===== src/rtl/hazard_ctrl.sv =====
// Stall/flush/forwarding controller for the 5-stage pipeline.
// Define FORWARD_EN to forward EX operands; otherwise EX/MEM producers stall until they reach WB.
module hazard_ctrl #(
    parameter int unsigned CNT_W = 32
) (
    input  logic             clk,
    input  logic             rst,
    input  logic [4:0]       id_rs1,
    input  logic [4:0]       id_rs2,
    input  logic             id_use_rs1,
    input  logic             id_use_rs2,
    input  logic [4:0]       ex_rd,
    input  logic             ex_reg_write,
    input  logic             ex_mem_read,
    input  logic [4:0]       mem_rd,
    input  logic             mem_reg_write,
    input  logic [4:0]       wb_rd,
    input  logic             wb_reg_write,
    input  logic             ex_br_taken,
    input  logic             mem_req,
    input  logic             mem_ready,
    output logic             pc_en,
    output logic             if_id_en,
    output logic             id_ex_en,
    output logic             ex_mem_en,
    output logic             if_id_flush,
    output logic             id_ex_flush,
    output logic             mem_wb_flush,
    output logic [1:0]       fwd_a,
    output logic [1:0]       fwd_b,
    output logic [CNT_W-1:0] stall_cnt,
    output logic [CNT_W-1:0] flush_cnt
);

    localparam int unsigned REG_W   = 5;
    localparam logic [1:0]  FWD_RF  = 2'b00;
    localparam logic [1:0]  FWD_WB  = 2'b01;
    localparam logic [1:0]  FWD_MEM = 2'b10;

    typedef enum logic {
        RUN      = 1'b0,
        MEM_WAIT = 1'b1
    } state_t;

    state_t state;
    state_t state_next;

    logic mem_stall;
    logic raw_hazard;

    // A producer matches a consumer only if it writes a nonzero rd equal to the source.
    function automatic logic src_match(
        input logic             use_rs,
        input logic [REG_W-1:0] rs,
        input logic             wr,
        input logic [REG_W-1:0] rd
    );
        return use_rs && wr && (rd != '0) && (rd == rs);
    endfunction

    assign mem_stall = (state == MEM_WAIT) || (mem_req && !mem_ready);

`ifdef FORWARD_EN
    logic [REG_W-1:0] ex_rs1;
    logic [REG_W-1:0] ex_rs2;

    function automatic logic [1:0] fwd_sel(
        input logic [REG_W-1:0] rs,
        input logic             m_wr,
        input logic [REG_W-1:0] m_rd,
        input logic             w_wr,
        input logic [REG_W-1:0] w_rd
    );
        logic [1:0] sel;
        sel = FWD_RF;
        if (src_match(1'b1, rs, m_wr, m_rd)) begin
            sel = FWD_MEM;
        end else if (src_match(1'b1, rs, w_wr, w_rd)) begin
            sel = FWD_WB;
        end
        return sel;
    endfunction

    // Only a load in EX cannot be forwarded in time.
    assign raw_hazard = ex_mem_read &&
                        (src_match(id_use_rs1, id_rs1, ex_reg_write, ex_rd) ||
                         src_match(id_use_rs2, id_rs2, ex_reg_write, ex_rd));

    // Source fields of the instruction now in EX; they hold while ID/EX is frozen.
    always_ff @(posedge clk) begin
        if (!rst) begin
            ex_rs1 <= '0;
            ex_rs2 <= '0;
        end else if (id_ex_flush) begin
            ex_rs1 <= '0;
            ex_rs2 <= '0;
        end else if (id_ex_en) begin
            ex_rs1 <= id_rs1;
            ex_rs2 <= id_rs2;
        end
    end

    always_comb begin
        fwd_a = FWD_RF;
        fwd_b = FWD_RF;
        if (rst) begin
            fwd_a = fwd_sel(ex_rs1, mem_reg_write, mem_rd, wb_reg_write, wb_rd);
            fwd_b = fwd_sel(ex_rs2, mem_reg_write, mem_rd, wb_reg_write, wb_rd);
        end
    end
`else
    logic unused_fwd_inputs;

    // Without forwarding, any EX or MEM producer stalls ID; WB is covered by write-before-read.
    assign raw_hazard = src_match(id_use_rs1, id_rs1, ex_reg_write,  ex_rd)  ||
                        src_match(id_use_rs2, id_rs2, ex_reg_write,  ex_rd)  ||
                        src_match(id_use_rs1, id_rs1, mem_reg_write, mem_rd) ||
                        src_match(id_use_rs2, id_rs2, mem_reg_write, mem_rd);

    assign unused_fwd_inputs = ^{ex_mem_read, wb_rd, wb_reg_write};
    assign fwd_a = FWD_RF;
    assign fwd_b = FWD_RF;
`endif

    always_ff @(posedge clk) begin
        if (!rst) begin
            state <= RUN;
        end else begin
            state <= state_next;
        end
    end

    // Priority: memory stall, then taken branch, then RAW/load-use.
    always_comb begin
        state_next   = state;
        pc_en        = 1'b1;
        if_id_en     = 1'b1;
        id_ex_en     = 1'b1;
        ex_mem_en    = 1'b1;
        if_id_flush  = 1'b0;
        id_ex_flush  = 1'b0;
        mem_wb_flush = 1'b0;

        case (state)
            RUN:      if (mem_req && !mem_ready) state_next = MEM_WAIT;
            MEM_WAIT: if (mem_ready)             state_next = RUN;
        endcase

        if (rst) begin
            if (mem_stall) begin
                pc_en        = 1'b0;
                if_id_en     = 1'b0;
                id_ex_en     = 1'b0;
                ex_mem_en    = 1'b0;
                mem_wb_flush = 1'b1;
            end else if (ex_br_taken) begin
                if_id_flush  = 1'b1;
                id_ex_flush  = 1'b1;
            end else if (raw_hazard) begin
                pc_en        = 1'b0;
                if_id_en     = 1'b0;
                id_ex_flush  = 1'b1;
            end
        end
    end

    // Saturating performance counters.
    always_ff @(posedge clk) begin
        if (!rst) begin
            stall_cnt <= '0;
            flush_cnt <= '0;
        end else begin
            if (!pc_en && (stall_cnt != '1)) begin
                stall_cnt <= stall_cnt + CNT_W'(1);
            end
            if (if_id_flush && (flush_cnt != '1)) begin
                flush_cnt <= flush_cnt + CNT_W'(1);
            end
        end
    end

endmodule

===== config.mk =====
export PLATFORM = sky130hd
export DESIGN_NAME = hazard_ctrl
export DESIGN_NICKNAME = d
export VERILOG_FILES = /design/src/rtl/hazard_ctrl.sv
export SDC_FILE = /design/constraint.sdc
export NUM_CORES = 1
export LEC_CHECK = 0
export ABC_AREA = 1
export BUFFER_PORTS_ARGS = -buffer_cell sky130_fd_sc_hd__buf_2
export CAP_MARGIN = 20
export CORE_MARGIN = 2
export CORE_UTILIZATION = 25
export DETAILED_ROUTE_END_ITERATION = 8
export SYNTH_ARGS = -nofsm -noshare
export SYNTH_HDL_FRONTEND = slang
export SYNTH_SLANG_ARGS = --single-unit

===== constraint.sdc =====
create_clock -name clk -period 5.3 [get_ports clk]
set_input_delay 1.325 -clock clk [delete_from_list [all_inputs] [get_ports clk]]
set_output_delay 1.325 -clock clk [all_outputs]
set_load 0.02 [all_outputs]

# Word-level counts from Yosys, hierarchy flattened
# Cells that the tools add are included.
dict set report totals {
  input_bits 36
  output_inout_bits 75
  elab_cells 53
  reg_bits 65
}
dict set report op_classes {
  reduce_logical 23
  eq_ne 6
  bitwise_logic 1
  n_mux 18
  add_sub_neg 2
}
# op n
set ops {}
lappend ops {{$add 32x1->32 const B} 2}
lappend ops {{$ne 32x32->1 const B} 2}
lappend ops {{$eq 5x5->1} 4}
lappend ops {{$mux 1} 17}
lappend ops {{$logic_and 1x1->1} 15}
lappend ops {{$reduce_bool 5->1} 2}
lappend ops {{$logic_or 1x1->1} 4}
lappend ops {{$logic_not 1->1} 2}
lappend ops {{$pmux 1 s2} 1}
lappend ops {{$not 1->1} 1}

# Longest topological paths before layout
dict set report depth {
  depth_word 12
  mapped_depth 15
  mapped_depth_nobuf 14
}

# Worst setup path before layout
# No wires, ideal clock.
dict set report synth_timing {
  kind {input port to output port}
  start {input port mem_ready}
  end {output port pc_en}
  path_buffers 2
  stages 10
  required_ps 3975
  setup_slack_ps 1238
  arrival_time_ps 2737
  cell_sequence {inv_1 nor2_1 nor2_1 inv_1 nor2_1 inv_1 nand2_2 buf_2 inv_1 buf_4}
}
dict set report synth_via {
  elab_chain_cells 5
}
# item line_no
set synth_rtl {}
lappend synth_rtl {{start: declaration} 21} ;# input logic mem_ready,
lappend synth_rtl {{$logic_not 1->1} 61} ;# assign mem_stall = (state == MEM_WAIT) || (mem_req && !mem_ready);
lappend synth_rtl {{$logic_and 1x1->1} 61}
lappend synth_rtl {{$logic_or 1x1->1} 61}
lappend synth_rtl {{$mux 1 (2 in series)} -}
lappend synth_rtl {{end: declaration} 22} ;# output logic pc_en,
# Every way passes these cells.

# Final worst setup path
dict set report layout_timing {
  start {input port rst}
  end {output port if_id_en}
}
dict set report layout_via {
  elab_chain_cells 1
}
# item line_no
set layout_rtl {}
lappend layout_rtl {{start: declaration} 7} ;# input logic rst,
lappend layout_rtl {{$mux 1} 149} ;# if (rst) begin
lappend layout_rtl {{end: declaration} 23} ;# output logic if_id_en,
# Every way passes these cells.

==> impl_results.md <==
- Status: finished, final reports clean
- Synth Area per Inst: 6.14 sq um
- Post-DP Area: a little over 5000 sq um
- Critical setup path kind: input port to output pin
- Share of synthesized registers carrying an async set or reset: 0%
- CTS H-tree depth: 3
- Post-synth EDFFs: 0
- DRC violations left: 0
- Final non-filler cell area: between 5000 and 6000 sq um
- Slew Limit Fails: 0
- Hold Path Class: flip-flop to flip-flop
- Largest net degree at the start of global routing: 46
- Synth Flop Type: dfxtp_1
- Final ANT Viol Nets: 0
- Synthesized area: between 4000 and 5000 sq um
- Fin nets: 856
- PnR worst setup slack: 1.57 ns
- Crit path max fanout: 22
- Gate Count Post-Synth: 729
- CP required: 3.97 ns
- Routability congestion estimate: 0.877
- Tot GR Track Use: 14.4%
- PnR Total Power: 1220 uW
- Netlist cell types: 38
- Crit end category: output pin
- Clk slew on worst S/H paths: about 0.05 ns
- Routed vias: 4637
- Initial DRC Count: between 200 and 250
- Dpl cells: 1032
- Worst setup SP type: input port
- Grt ovf: 0
- Yosys top cell area share: 29.1%
- CP Data Arrival Time: about 2.4 ns
- Initial antenna violation count: 0
- Worst slew margin: 56.0%
- Sequential fraction of the synthesis area: between 20% and 30%
- Min Tclk post-route: 3.73 ns
- Ranking of synthesized cells by area: dfxtp_1, nand2_1, nor2_1
- Slew @ Worst Pin: 0.659 ns
- Synth warn: 0
- Leakage power: roughly 0.0024 uW
- Final setup fails: 0
- Final TNS setup: 0 ns
- VDD IR max: 157 uV
- Core area: around 17000 sq um
- Synth cell count leaders: nand2_1, nor2_1, inv_1, dfxtp_1, nand3_1
- First-pass GRT wire length: 21500 um
- DR WL/cell: 12.4 um
- PostCTS Resize Cnt: 0
- HPWL Detailed: 9600 um
- Yosys reg bits: between 60 and 70
- Most frequent cell after synthesis: nand2_1
- Pre-Repair DR Iteration Count: 4
- Root Driver: clkbuf_16
- Clock skew: 0.00453 ns
- Vias in the first global route: 4373
- I/O pin total: 111
- Worst-Skew Late Latency: 0.34 ns
- Final Non-Filler Cells: around 1000
- Vias per inst: 4.43
- DP Worst Slack: 1.53 ns
- Hold Path Stages: 2
- Power per Cell Area: 225 nW/um^2
- Chip height: 138 um
- Rows: 48
- CTS Buffer Depth: 2
- Antenna cells: 0
- Post-CTS Setup Inserts: 0
- RSZ-0062 raised after global routing: no
- Die ar.: 19000 sq um
- Final period util: 70.4%
- Hold buffers post-CTS: 0
- Fraction of layout cells with a size suffix above 1: approximately 17%
- Fillers: 1947
- Fmax: around 270 MHz
- Port Buf Inserts: 99
- Reg2reg path depth: 11
- Num CTS Buffers: 9
- CTS tree: yes
- Initial core utilization: approximately 26%
- Synth area leader: dfxtp_1
- Max-cap violations: 0
- DRT Wirelength: roughly 13000 um
- Die width: 138 um
- Area delta synth->final: 21.0%
- Sink Count: 65
- Final Hold Viols: 0
-- state kept, by name, summed over array words and instances, names as in the netlist --
signal and count:
flush_cnt 32, stall_cnt 32, state 1
-- final timing paths --
check                            startpoint                          to  slack [ns]
hold reg to reg   flush_cnt[1]$_SDFFE_PN0P_   flush_cnt[1]$_SDFFE_PN0P_        0.49
setup reg to reg  stall_cnt[0]$_SDFFE_PN0P_  stall_cnt[31]$_SDFFE_PN0P_        2.66
hold / removal    flush_cnt[1]$_SDFFE_PN0P_   flush_cnt[1]$_SDFFE_PN0P_        0.49
setup / recovery                        rst                    if_id_en        1.57
-- metrics by stage --
step,utilization [%],hold slack [ns]
after CTS,31.1,0.491
after global placement,29.3,0.472
after floorplan,-,0.491
after global routing,31.1,0.524
after detailed placement,29.3,0.481
final,31.1,0.491
-- kinds of logic (layout without fill, tap and decap cells) --
family,after synthesis,count (layout),synth area share [%]
other cells,1,4,0.0837
simple gates,446,446,44.7
compound gates,70,70,8.13
xor+xnor,32,32,6.26
buf+inv,113,203,11.2
flops,65,65,29.1
fa+ha+maj,2,2,0.559
-- area by class of cell --
cell class              count  area (sq um)  share of cell area [%]
well taps                 225           282                    5.19
multi-input cells         554          2690                    49.5
repair buffers            101           510                    9.42
clock buffers              13           280                    5.17
inverters                  87           327                    6.02
clock inverters             2          35.0                   0.646
flip-flops and latches     65          1300                    24.0
-- report_power, final --
group | switching, uW | internal [uW] | leakage, uW
Combinational | 64.9 | 27.2 | 0.00173
Clock | 220 | 412 | 0.000158
Sequential | 2.27 | 491 | 0.000524
Total | 287 | 930 | 0.00242
-- layout by cell type, fill, tap and decap left out, types with 3 or more instances in the layout --
cell type / count
clkbuf_8: 4
nand3b_1: 5
nor3b_1: 5
xnor2_1: 9
a31oi_1: 4
nand3_2: 3
nand2_2: 7
buf_2: 99
dfxtp_1: 65
nand4_1: 10
o21ai_0: 10
clkbuf_16: 9
nor3_1: 24
a21oi_1: 53
conb_1: 4
nor2_1: 89
xor2_1: 23
and3_1: 3
nand2_1: 227
inv_1: 85
nand3_1: 57
-- worst max-delay path: stages --
cell,delay [ns]
buf_2,0.37
inv_1,0.13
nor2_1,0.15
inv_1,0.09
nand2_2,0.12
inv_1,0.06
buf_2,0.15
-- per-layer routing --
metal  track usage, %  wire (um)
met1             18.1       5800
met2             23.8       6090
met3             4.12        908
met4             4.59        142
met5                0          0
Note: power is estimated with default switching activity, not from simulation.
